[config.mk]
export PLATFORM = sky130hd
export DESIGN_NAME = shake_squeeze
export DESIGN_NICKNAME = d
export VERILOG_FILES = /design/src/rtl/shake_pkg.sv /design/src/rtl/shake_squeeze_fifo.sv /design/src/rtl/shake_squeeze.sv
export SDC_FILE = /design/constraint.sdc
export NUM_CORES = 1
export LEC_CHECK = 0
export ABC_AREA = 1
export CAP_MARGIN = 20
export CORE_UTILIZATION = 53
export DETAILED_ROUTE_END_ITERATION = 10
export PLACE_DENSITY = 0.89
export SETUP_SLACK_MARGIN = 0.1
export SYNTH_ARGS = -nofsm -noshare
export SYNTH_HDL_FRONTEND = slang
export SYNTH_HIERARCHICAL = 1
export SYNTH_SLANG_ARGS = --single-unit
[constraint.sdc]
create_clock -name clk -period 4.74 [get_ports clk]
set_clock_uncertainty 0.2 [all_clocks]
set_input_delay 0.948 -clock clk [delete_from_list [all_inputs] [get_ports clk]]
set_output_delay 0.948 -clock clk [all_outputs]
set_load 0.005 [all_outputs]
[src/rtl/shake_pkg.sv]
// Shared SHAKE definitions: mode encoding, rate sizes, squeeze FSM states
// and small helpers for the optional tail-byte masking
// (enabled by SHAKE_SQUEEZE_TAIL_MASK_EN).
package shake_pkg;

    typedef enum logic {
        SHAKE128 = 1'b0,
        SHAKE256 = 1'b1
    } shake_mode_e;

    localparam int unsigned RATE_W128 = 42;
    localparam int unsigned RATE_W256 = 34;

    typedef enum logic [2:0] {
        SQ_IDLE,
        SQ_WAIT_RDY,
        SQ_READ,
        SQ_PERMUTE,
        SQ_DRAIN,
        SQ_FIN
    } squeeze_state_e;

    // Number of 32-bit rate words for the selected mode.
    function automatic logic [6:0] rate_words(input shake_mode_e m);
        return (m == SHAKE256) ? 7'(RATE_W256) : 7'(RATE_W128);
    endfunction

    // Byte-keep mask for the final word; 0 means the whole word is kept.
    function automatic logic [3:0] tail_keep(input logic [1:0] tail);
        case (tail)
            2'd1:    return 4'h1;
            2'd2:    return 4'h3;
            2'd3:    return 4'h7;
            default: return 4'hF;
        endcase
    endfunction

    // Expand a byte-keep mask into a 32-bit data mask.
    function automatic logic [31:0] keep_to_mask(input logic [3:0] keep);
        return {{8{keep[3]}}, {8{keep[2]}}, {8{keep[1]}}, {8{keep[0]}}};
    endfunction

endpackage

[src/rtl/shake_squeeze_fifo.sv]
// Two-entry FIFO holding squeezed words and their byte addresses.
// Entry 0 is always the head; push and pop may happen in the same cycle.
module shake_squeeze_fifo (
    input  logic        clk,
    input  logic        rst,
    input  logic        i_push,
    input  logic [31:0] i_push_data,
    input  logic [31:0] i_push_addr,
    input  logic        i_pop,
    output logic [31:0] o_head_data,
    output logic [31:0] o_head_addr,
    output logic [1:0]  o_count
);

    logic [31:0] r_data [2];
    logic [31:0] r_addr [2];
    logic [1:0]  r_count;
    logic        w_pop;
    logic        w_push;

    assign w_pop  = i_pop && (r_count != 2'd0);
    assign w_push = i_push && ((r_count != 2'd2) || w_pop);

    assign o_head_data = r_data[0];
    assign o_head_addr = r_addr[0];
    assign o_count     = r_count;

    // Shift-register storage: pops move entry 1 to the head, pushes fill the first free slot.
    always_ff @(posedge clk or posedge rst) begin
        if (rst) begin
            // NOTE: the storage is cleared on reset because its head entry drives out_data/out_addr directly, which must read 0 out of reset.
            r_count <= 2'd0;
            for (int i = 0; i < 2; i++) begin
                r_data[i] <= 32'd0;
                r_addr[i] <= 32'd0;
            end
        end else begin
            case ({w_push, w_pop})
                2'b10: begin
                    if (r_count == 2'd0) begin
                        r_data[0] <= i_push_data;
                        r_addr[0] <= i_push_addr;
                    end else begin
                        r_data[1] <= i_push_data;
                        r_addr[1] <= i_push_addr;
                    end
                    r_count <= r_count + 2'd1;
                end
                2'b01: begin
                    r_data[0] <= r_data[1];
                    r_addr[0] <= r_addr[1];
                    r_count   <= r_count - 2'd1;
                end
                2'b11: begin
                    if (r_count == 2'd1) begin
                        r_data[0] <= i_push_data;
                        r_addr[0] <= i_push_addr;
                    end else begin
                        r_data[0] <= r_data[1];
                        r_addr[0] <= r_addr[1];
                        r_data[1] <= i_push_data;
                        r_addr[1] <= i_push_addr;
                    end
                end
                default: ;
            endcase
        end
    end

endmodule

[src/rtl/shake_squeeze.sv]
// SHAKE squeeze engine: reads rate words from the sha3 core, streams them
// with a valid/ready handshake and requests permutations between rate blocks.
// Optional tail masking of the last word: define SHAKE_SQUEEZE_TAIL_MASK_EN.
module shake_squeeze
    import shake_pkg::*;
#(
    parameter int CNT_W = 16
) (
    input  logic             clk,
    input  logic             rst,
    input  logic             start,
    input  logic             mode,
    input  logic [CNT_W-1:0] out_words,
    input  logic             core_ready,
    input  logic [31:0]      core_dout,
    output logic [6:0]       core_addr,
    output logic             core_next,
    output logic [31:0]      out_data,
    output logic [31:0]      out_addr,
    output logic             out_valid,
    input  logic             out_ready,
    output logic             busy,
`ifdef SHAKE_SQUEEZE_TAIL_MASK_EN
    input  logic [1:0]       tail_bytes,
    output logic [3:0]       out_keep,
`endif
    output logic             done
);

    localparam logic [CNT_W-1:0] ONE = CNT_W'(1);

    squeeze_state_e   r_state;
    squeeze_state_e   w_next_state;
    shake_mode_e      r_mode;
    logic [CNT_W-1:0] r_words;
    logic [CNT_W-1:0] r_issued;
    logic [CNT_W-1:0] r_accepted;
    logic [6:0]       r_word_idx;
    logic             r_inflight;
    logic [31:0]      r_inflight_addr;
    logic [31:0]      r_rd_addr;
    logic             r_perm_first;

    logic [6:0]       w_rate;
    logic             w_issue;
    logic             w_pop;
    logic [1:0]       w_fifo_count;
    logic [2:0]       w_occ;
    logic [31:0]      w_head_data;
    logic [CNT_W-1:0] w_issued_inc;
    logic [CNT_W-1:0] w_accepted_inc;

    assign w_rate         = rate_words(r_mode);
    assign w_issued_inc   = r_issued + ONE;
    assign w_accepted_inc = r_accepted + ONE;
    assign out_valid      = (w_fifo_count != 2'd0);
    assign w_pop          = out_valid && out_ready;
    // FIFO occupancy seen by the issue rule: stored + in flight - leaving now.
    assign w_occ          = {1'b0, w_fifo_count} + {2'b00, r_inflight} - {2'b00, w_pop};
    assign core_addr      = r_word_idx;

    shake_squeeze_fifo u_fifo (
        .clk         (clk),
        .rst         (rst),
        .i_push      (r_inflight),
        .i_push_data (core_dout),
        .i_push_addr (r_inflight_addr),
        .i_pop       (w_pop),
        .o_head_data (w_head_data),
        .o_head_addr (out_addr),
        .o_count     (w_fifo_count)
    );

`ifdef SHAKE_SQUEEZE_TAIL_MASK_EN
    logic [1:0] r_tail;
    logic       w_is_last;

    assign w_is_last = out_valid && (w_accepted_inc == r_words);
    assign out_keep  = w_is_last ? tail_keep(r_tail) : 4'hF;
    assign out_data  = w_head_data & keep_to_mask(out_keep);

    // Tail byte count is captured with the request.
    always_ff @(posedge clk or posedge rst) begin
        if (rst) begin
            r_tail <= 2'd0;
        end else if ((r_state == SQ_IDLE) && start) begin
            r_tail <= tail_bytes;
        end
    end
`else
    assign out_data = w_head_data;
`endif

    // Next-state, read issue and control outputs.
    always_comb begin
        // NOTE: every signal gets a default before the case so no path leaves it unassigned (no latch).
        w_next_state = r_state;
        w_issue      = 1'b0;
        core_next    = 1'b0;
        busy         = 1'b1;
        done         = 1'b0;
        case (r_state)
            SQ_IDLE: begin
                busy = 1'b0;
                if (start) w_next_state = SQ_WAIT_RDY;
            end
            SQ_WAIT_RDY: begin
                if (core_ready) w_next_state = (r_words == '0) ? SQ_FIN : SQ_READ;
            end
            SQ_READ: begin
                if ((r_issued != r_words) && (w_occ < 3'd2)) begin
                    w_issue = 1'b1;
                    if (w_issued_inc == r_words)              w_next_state = SQ_DRAIN;
                    else if (r_word_idx == (w_rate - 7'd1))   w_next_state = SQ_PERMUTE;
                end
            end
            SQ_PERMUTE: begin
                core_next = r_perm_first;
                if (!r_perm_first && core_ready) w_next_state = SQ_READ;
            end
            SQ_DRAIN: begin
                if (w_pop && (w_accepted_inc == r_words)) w_next_state = SQ_FIN;
            end
            SQ_FIN: begin
                busy         = 1'b0;
                done         = 1'b1;
                w_next_state = SQ_IDLE;
            end
            default: w_next_state = SQ_IDLE;
        endcase
    end

    // State register, request capture, counters and read tracking.
    always_ff @(posedge clk or posedge rst) begin
        if (rst) begin
            r_state         <= SQ_IDLE;
            r_mode          <= SHAKE128;
            r_words         <= '0;
            r_issued        <= '0;
            r_accepted      <= '0;
            r_word_idx      <= 7'd0;
            r_inflight      <= 1'b0;
            r_inflight_addr <= 32'd0;
            r_rd_addr       <= 32'd0;
            r_perm_first    <= 1'b0;
        end else begin
            // NOTE: non-blocking assignments so every register samples pre-edge values.
            r_state      <= w_next_state;
            r_inflight   <= w_issue;
            r_perm_first <= (r_state != SQ_PERMUTE);
            if ((r_state == SQ_IDLE) && start) begin
                r_mode     <= shake_mode_e'(mode);
                r_words    <= out_words;
                r_issued   <= '0;
                r_accepted <= '0;
                r_word_idx <= 7'd0;
                r_rd_addr  <= 32'd0;
            end else begin
                if (w_issue) begin
                    r_issued        <= w_issued_inc;
                    r_inflight_addr <= r_rd_addr;
                    r_rd_addr       <= r_rd_addr + 32'd4;
                    if (r_word_idx != (w_rate - 7'd1)) r_word_idx <= r_word_idx + 7'd1;
                end
                if ((r_state == SQ_PERMUTE) && (w_next_state == SQ_READ)) r_word_idx <= 7'd0;
                if (w_pop) r_accepted <= w_accepted_inc;
            end
        end
    end

endmodule
==> flow_metrics.env, run 1 <==
export IMPL_clk_pin_slew_ns=0.06
export IMPL_final_cells=2592
export IMPL_max_cap_violations=0
export IMPL_routed_wl_um=38300
export IMPL_hold_viol_final=0
export IMPL_rrSetupSlack_ns=1.14
export IMPL_layout_nets=2256
export IMPL_initial_core_util_pct=54.0
export IMPL_seq_area_frac_synth_pct=41.7
export IMPL_vias=14400
export IMPL_min_period_ns=3.74
export IMPL_dp_hpwl_um=24100
export IMPL_synth_flop_cell="dfrtp_1"
export IMPL_first_iter_violations=1700
export IMPL_cts_max_path_buffers=3
export IMPL_cts_resized_gates=0
export IMPL_htreeDepth=1
export IMPL_cts_sinks=251
export IMPL_fin_area_um2=17000
export IMPL_grt_usage_pct=26.2
export IMPL_place_area_um2=16000
export IMPL_worstHoldPathType="reg2reg"
export IMPL_dp_cells=2539
export IMPL_worst_pin_slew_ns=1.09
export IMPL_slew_headroom_pct=26.9
export IMPL_yosysWarningCount=6
export IMPL_nFillCells=2316
export IMPL_grt_pass1_wl_um=63100
export IMPL_r2r_end="core_addr[0]"
export IMPL_dieArea_um2=29100
export IMPL_synth_most_common_cell="nand2_1"
export IMPL_period_share_pct=79.0
export IMPL_synth_edff_count=0
export IMPL_cts_tree="yes"
export IMPL_antenna_found_initial=0
export IMPL_rsz0062_at_grt="false"
export IMPL_drc_errors=0
export IMPL_drive_above_1_share_pct=4.79
export IMPL_cp_data_required_time_ns=5.02
export IMPL_fp_row_count=61
export IMPL_fin_util_pct=61.0
export IMPL_place_ws_ns=0.525
export IMPL_startpoint_type="input port"
export IMPL_wl_per_cell_um=14.8
export IMPL_setup_ws_ns=0.996
export IMPL_syn_area_um2=15000
export IMPL_holdBufCountCts=0
export IMPL_synth_top_area_share_pct=41.7
export IMPL_arrival_ns=4.02
export IMPL_yosysUniqueCellTypes=41
export IMPL_core_area_um2=27900
export IMPL_cts_made_buffers=28
export IMPL_place_gp_congestion=0.919
export IMPL_area_growth_pct=13.0
export IMPL_num_antenna_cells=0
export IMPL_synth_avg_cell_area_um2=6.90
export IMPL_insertion_delay_ns=0.55
export IMPL_fp_dieH_um=170
export IMPL_ir_drop_mv=0.375
export IMPL_vias_per_cell=5.56
export IMPL_grt_pass1_vias=13300
export IMPL_outcome="complete, no violations"
export IMPL_ys_top_cells_by_area="dfrtp_1 42%, nand2_1 22%, nor2_1 7.3%, buf_4 4.4%, nand3_1 4.2%"
export IMPL_async_flop_share_pct=100
export IMPL_crit_end="core_addr[0]"
export IMPL_setup_viol=0
export IMPL_ff2ff_path_depth=17
export IMPL_critPathLaunch="out_ready"
export IMPL_grt_start_max_net_pins=129
export IMPL_io_pins=129
export IMPL_ys_seq_elements=251
export IMPL_final_max_slew_viol_count=0
export IMPL_first_pass_iters=6
export IMPL_grt_overflow=0
export IMPL_antenna_left=0
export IMPL_cp_max_fo=48
export IMPL_powerDensity_nw_per_um2=579
export IMPL_crit_type="in2reg"
export IMPL_end_kind="register"
export IMPL_io_buffers=128
export IMPL_synth_cells=2179
export IMPL_ys_top_cells_by_count="893 x nand2_1, 294 x nor2_1, 251 x dfrtp_1, 125 x nand3_1, 107 x inv_1"
export IMPL_yosysTopAreaCell="dfrtp_1"
export IMPL_root_buffer="clkbuf_16"
export IMPL_worst_r2r_startpoint="u_fifo/o_count[1]"
export IMPL_setup_tns_ns=0
export IMPL_die_width_um=170
export IMPL_fmax_ghz=0.267
export IMPL_cts_setup_buffers=0
export IMPL_p_leak_uw=0.00826
-- how the worst min path moves through the flow --
stage	cells past startpoint	to	startpoint
after floorplan	2	u_fifo/r_addr[0]	u_fifo/r_addr[0]
after global placement	2	u_fifo/r_data[26]	u_fifo/r_data[26]
after detailed placement	2	u_fifo/r_data[6]	u_fifo/r_data[6]
after CTS	2	u_fifo/r_data[6]	u_fifo/r_data[6]
after global routing	2	u_fifo/r_data[6]	u_fifo/r_data[6]
final	2	u_fifo/r_data[22]	u_fifo/r_data[22]
-- cell usage in the layout, fill, tap and decap left out, types with 2 or more instances in the layout --
master,n
a21oi_1,15
o22ai_1,16
clkinv_2,2
nor2_1,294
inv_4,2
xor2_1,25
nor4_1,9
ha_1,8
dfrtp_1,251
buf_4,18
nand3_2,4
nand2_2,4
nor2_2,4
buf_12,5
clkdlybuf4s50_1,128
o21a_1,2
inv_1,105
inv_2,10
nand2_1,891
xnor2_1,13
nand4_1,94
o31ai_1,14
nor2_4,5
clkinvlp_4,2
o21ai_0,68
clkbuf_16,28
nor3b_1,2
clkbuf_8,11
bufinv_16,2
nor3_2,2
conb_1,6
and2_1,3
o21bai_1,3
nor3_1,24
nand3_1,125
clkbuf_1,4
nand2_4,2
-- kinds of logic after synthesis --
family	share of synthesized area (%)
flip-flops	41.7
adder cells (fa/ha/maj)	0.882
XOR/XNOR	2.36
buffers and inverters	10.0
AO/OA/AOI/OAI	4.57
other	0.0249
AND/OR/NAND/NOR	40.4
-- worst max-delay path: stages --
cell and delay, ns:
clkdlybuf4s50_1 0.40, nand2_1 0.17, inv_1 0.09, ha_1 0.29, inv_1 0.05, nand2_1 0.05
fa_1 0.48, o21ai_0 0.08, a21oi_1 0.31, nand3_2 0.15, buf_4 0.32, nor2_1 0.27
o21ai_0 0.13, nor2_1 0.14, nand2_1 0.06, inv_1 0.05
-- layer usage --
| metal | GRT usage, % | vias to the layer above | share of wire (%) |
|---|---|---|---|
| li1 | - | 6880 | - |
| met1 | 34.4 | 6717 | 41 |
| met2 | 44.4 | 711 | 48 |
| met3 | 2.88 | 106 | 7.7 |
| met4 | 10.1 | 0 | 3.0 |
| met5 | 0 | - | 0 |
-- metrics by stage --
stage,hold slack [ns],total power [uW]
floorplan,0.264,6490
global placement,0.276,7370
detailed placement,0.281,7530
CTS,0.296,9820
global route,0.315,10500
finish,0.296,9840
-- cell type report --
| cell class | instances | area, um2 | area share (%) |
|---|---|---|---|
| repair buffers | 151 | 1520 | 8.92 |
| well taps | 378 | 473 | 2.78 |
| clock buffers | 43 | 867 | 5.10 |
| clock inverters | 9 | 119 | 0.699 |
| flip-flops and latches | 251 | 6280 | 37.0 |
| inverters | 117 | 444 | 2.61 |
| multi-input cells | 1643 | 7300 | 42.9 |
-- flip-flops by register name, indices dropped and copies added (netlist names) --
name                count
u_fifo/o_head_addr     32
u_fifo/o_head_data     32
u_fifo/r_addr          32
u_fifo/r_data          32
r_inflight_addr        30
r_rd_addr              30
r_accepted             16
r_issued               16
r_words                16
core_addr               7
r_state                 3
u_fifo/o_count          2
r_inflight              1
r_mode                  1
r_perm_first            1
-- power breakdown --
group / internal [uW] / switching, uW
combinational: 1580 / 2680
sequential: 2790 / 529
clock: 1370 / 897
Power figures use the tool's default switching activity.
==> inputs of run 2 (changes only) <==
- CORE_UTILIZATION: 53 -> 59
- PLACE_DENSITY: 0.89 -> 0.93
- clock period: 4.74 -> 3.6 ns (I/O delays scaled with it)
==> run 2 against run 1 <==
Effect of this change:
- power increased by 33%
- highest routed layer unchanged
- final area down 0.13%
- count of clock-buffer cells in the layout is 4 lower
- sequential power grew 32%
- largest power group unchanged
- critical endpoint is now core_next
- largest cell class unchanged
- critical path depth decreased by 11
==> flow_metrics.env, run 2 (same netlist as run 1, synthesis figures left out) <==
export IMPL_cts_sinks=251
export IMPL_end_kind="output pin"
export IMPL_place_ws_ns=-0.0443
export IMPL_cts_tree="yes"
export IMPL_initial_core_util_pct=59.9
export IMPL_r2r_end="core_addr[0]"
export IMPL_cpMaxStageDelayCell="clkdlybuf4s50_1"
export IMPL_final_cells=2548
export IMPL_hold_ws_ns=0.295
export IMPL_fp_row_count=58
export IMPL_startpoint_type="register"
export IMPL_clk_pin_slew_ns=0.06
export IMPL_worstHoldPathType="reg2reg"
export IMPL_setup_ws_ns=0.362
export IMPL_layout_common_cells="891 x nand2_1, 294 x nor2_1, 251 x dfrtp_1"
export IMPL_critPathBufInv=3
export IMPL_area_growth_pct=12.8
export IMPL_arrival_ns=2.32
export IMPL_place_gp_congestion=0.951
export IMPL_rsz0062_at_grt="false"
export IMPL_fin_area_um2=17000
export IMPL_holdBufCountCts=0
export IMPL_cp_data_required_time_ns=2.68
export IMPL_num_antenna_cells=0
export IMPL_multiInputGateArea_um2=7300
export IMPL_p_total_uw=13100
export IMPL_dieArea_um2=26100
export IMPL_dp_cells=2502
export IMPL_wl_per_cell_um=15.6
export IMPL_cts_resized_gates=0
export IMPL_path_delay_family="buffers and inverters"
export IMPL_vias=14700
export IMPL_powerDensity_nw_per_um2=769
export IMPL_slowest_delay_ns=0.51
export IMPL_rrSetupSlack_ns=0.37
export IMPL_crit_chain="inv_1 -> nor3_1 -> inv_1 -> nor2_1 -> clkdlybuf4s50_1"
export IMPL_ff2ff_path_depth=18
export IMPL_root_buffer="clkbuf_16"
export IMPL_grt_pass1_wl_um=66800
export IMPL_cts_max_path_buffers=3
export IMPL_slew_headroom_pct=46.9
export IMPL_die_width_um=162
export IMPL_io_buffers=128
export IMPL_routed_wl_um=39600
export IMPL_worst_r2r_startpoint="u_fifo/o_count[1]"
export IMPL_layout_nets=2265
export IMPL_insertion_delay_ns=0.55
export IMPL_setup_viol=0
export IMPL_ir_drop_mv=0.462
export IMPL_drc_errors=0
export IMPL_min_delay_path_depth=2
export IMPL_place_area_um2=16100
export IMPL_min_to="u_fifo/r_addr[15]"
export IMPL_grt_start_max_net_pins=131
export IMPL_first_pass_iters=6
export IMPL_grt_usage_pct=30.7
export IMPL_core_area_um2=25100
export IMPL_cts_made_buffers=27
export IMPL_dp_hpwl_um=25100
export IMPL_min_period_ns=3.24
export IMPL_drive_above_1_share_pct=4.91
export IMPL_register_area_um2=6280
export IMPL_htreeDepth=1
export IMPL_fp_dieH_um=162
export IMPL_antenna_left=0
export IMPL_period_share_pct=89.9
export IMPL_nFillCells=1975
export IMPL_hold_viol_final=0
export IMPL_first_iter_violations=1706
export IMPL_p_leak_uw=0.00828
export IMPL_max_cap_violations=0
export IMPL_cpMostUsedCell="inv_1"
export IMPL_antenna_found_initial=0
export IMPL_cts_setup_buffers=0
export IMPL_cp_max_fo=4
export IMPL_hp_start="u_fifo/r_addr[15]"
export IMPL_outcome="complete, no violations"
export IMPL_vias_per_cell=5.75
export IMPL_final_common_cell="nand2_1"
export IMPL_fmax_ghz=0.309
export IMPL_worst_pin_slew_ns=0.797
export IMPL_grt_pass1_vias=14100
export IMPL_grt_overflow=0
export IMPL_crit_type="reg2out"
export IMPL_final_max_slew_viol_count=0
export IMPL_io_pins=129
run 2: cell types whose count changed in the layout (fill, tap and decap cells not counted):
cell	delta
clkbuf_16	-1
clkbuf_1	+1
inv_4	-2
buf_4	+5
clkinv_2	+1
clkbuf_8	-4
buf_12	+5
clkinv_8	-1
run 2: layout make-up:
cell class / instances / area share [%]
well taps: 330 / 2.43
repair buffers: 161 / 9.74
multi-input cells: 1643 / 43.0
flip-flops and latches: 251 / 37.0
clock buffers: 39 / 4.66
clock inverters: 7 / 0.545
inverters: 117 / 2.63
run 2: worst max path at each step:
| stage | startpoint | to | slack (ns) | cells after the start |
|---|---|---|---|---|
| after floorplan | out_ready | r_rd_addr[26] | 0.50 | 15 |
| after global placement | out_ready | core_addr[2] | -0.0007 | 18 |
| after detailed placement | out_ready | core_addr[0] | -0.04 | 17 |
| after CTS | r_state[1] | core_next | 0.36 | 5 |
| after global routing | u_fifo/o_count[1] | core_addr[5] | 0.11 | 20 |
| final | r_state[1] | core_next | 0.36 | 5 |
run 2: per-layer routing:
metal / up-vias / wire (um) / track usage (%)
li1: 6897 / - / -
met1: 6745 / 15900 / 40.9
met2: 878 / 19000 / 51.1
met3: 134 / 3610 / 3.93
met4: 0 / 1190 / 12.5
met5: - / 0 / 0
run 2: power by group:
group          switching, uW  internal [uW]  total [uW]  leakage [uW]
sequential               706           3670        4380       0.00326
clock                   1160           1660        2820      0.000438
combinational           3660           2210        5870       0.00458
total                   5520           7540       13100       0.00828
run 2: metrics by stage:
| stage | setup TNS [ns] | utilization [%] |
|---|---|---|
| after floorplan | 0 | - |
| after detailed placement | -0.0932 | 64.1 |
| after global placement | -0.000723 | 64.1 |
| final | 0 | 67.6 |
| after global routing | 0 | 67.6 |
| after CTS | 0 | 67.6 |
run 2: worst min-delay path, stage by stage, from the launching register on:
cell and delay, ns:
dfrtp_1 0.36, nand2_1 0.06, nand2_1 0.05
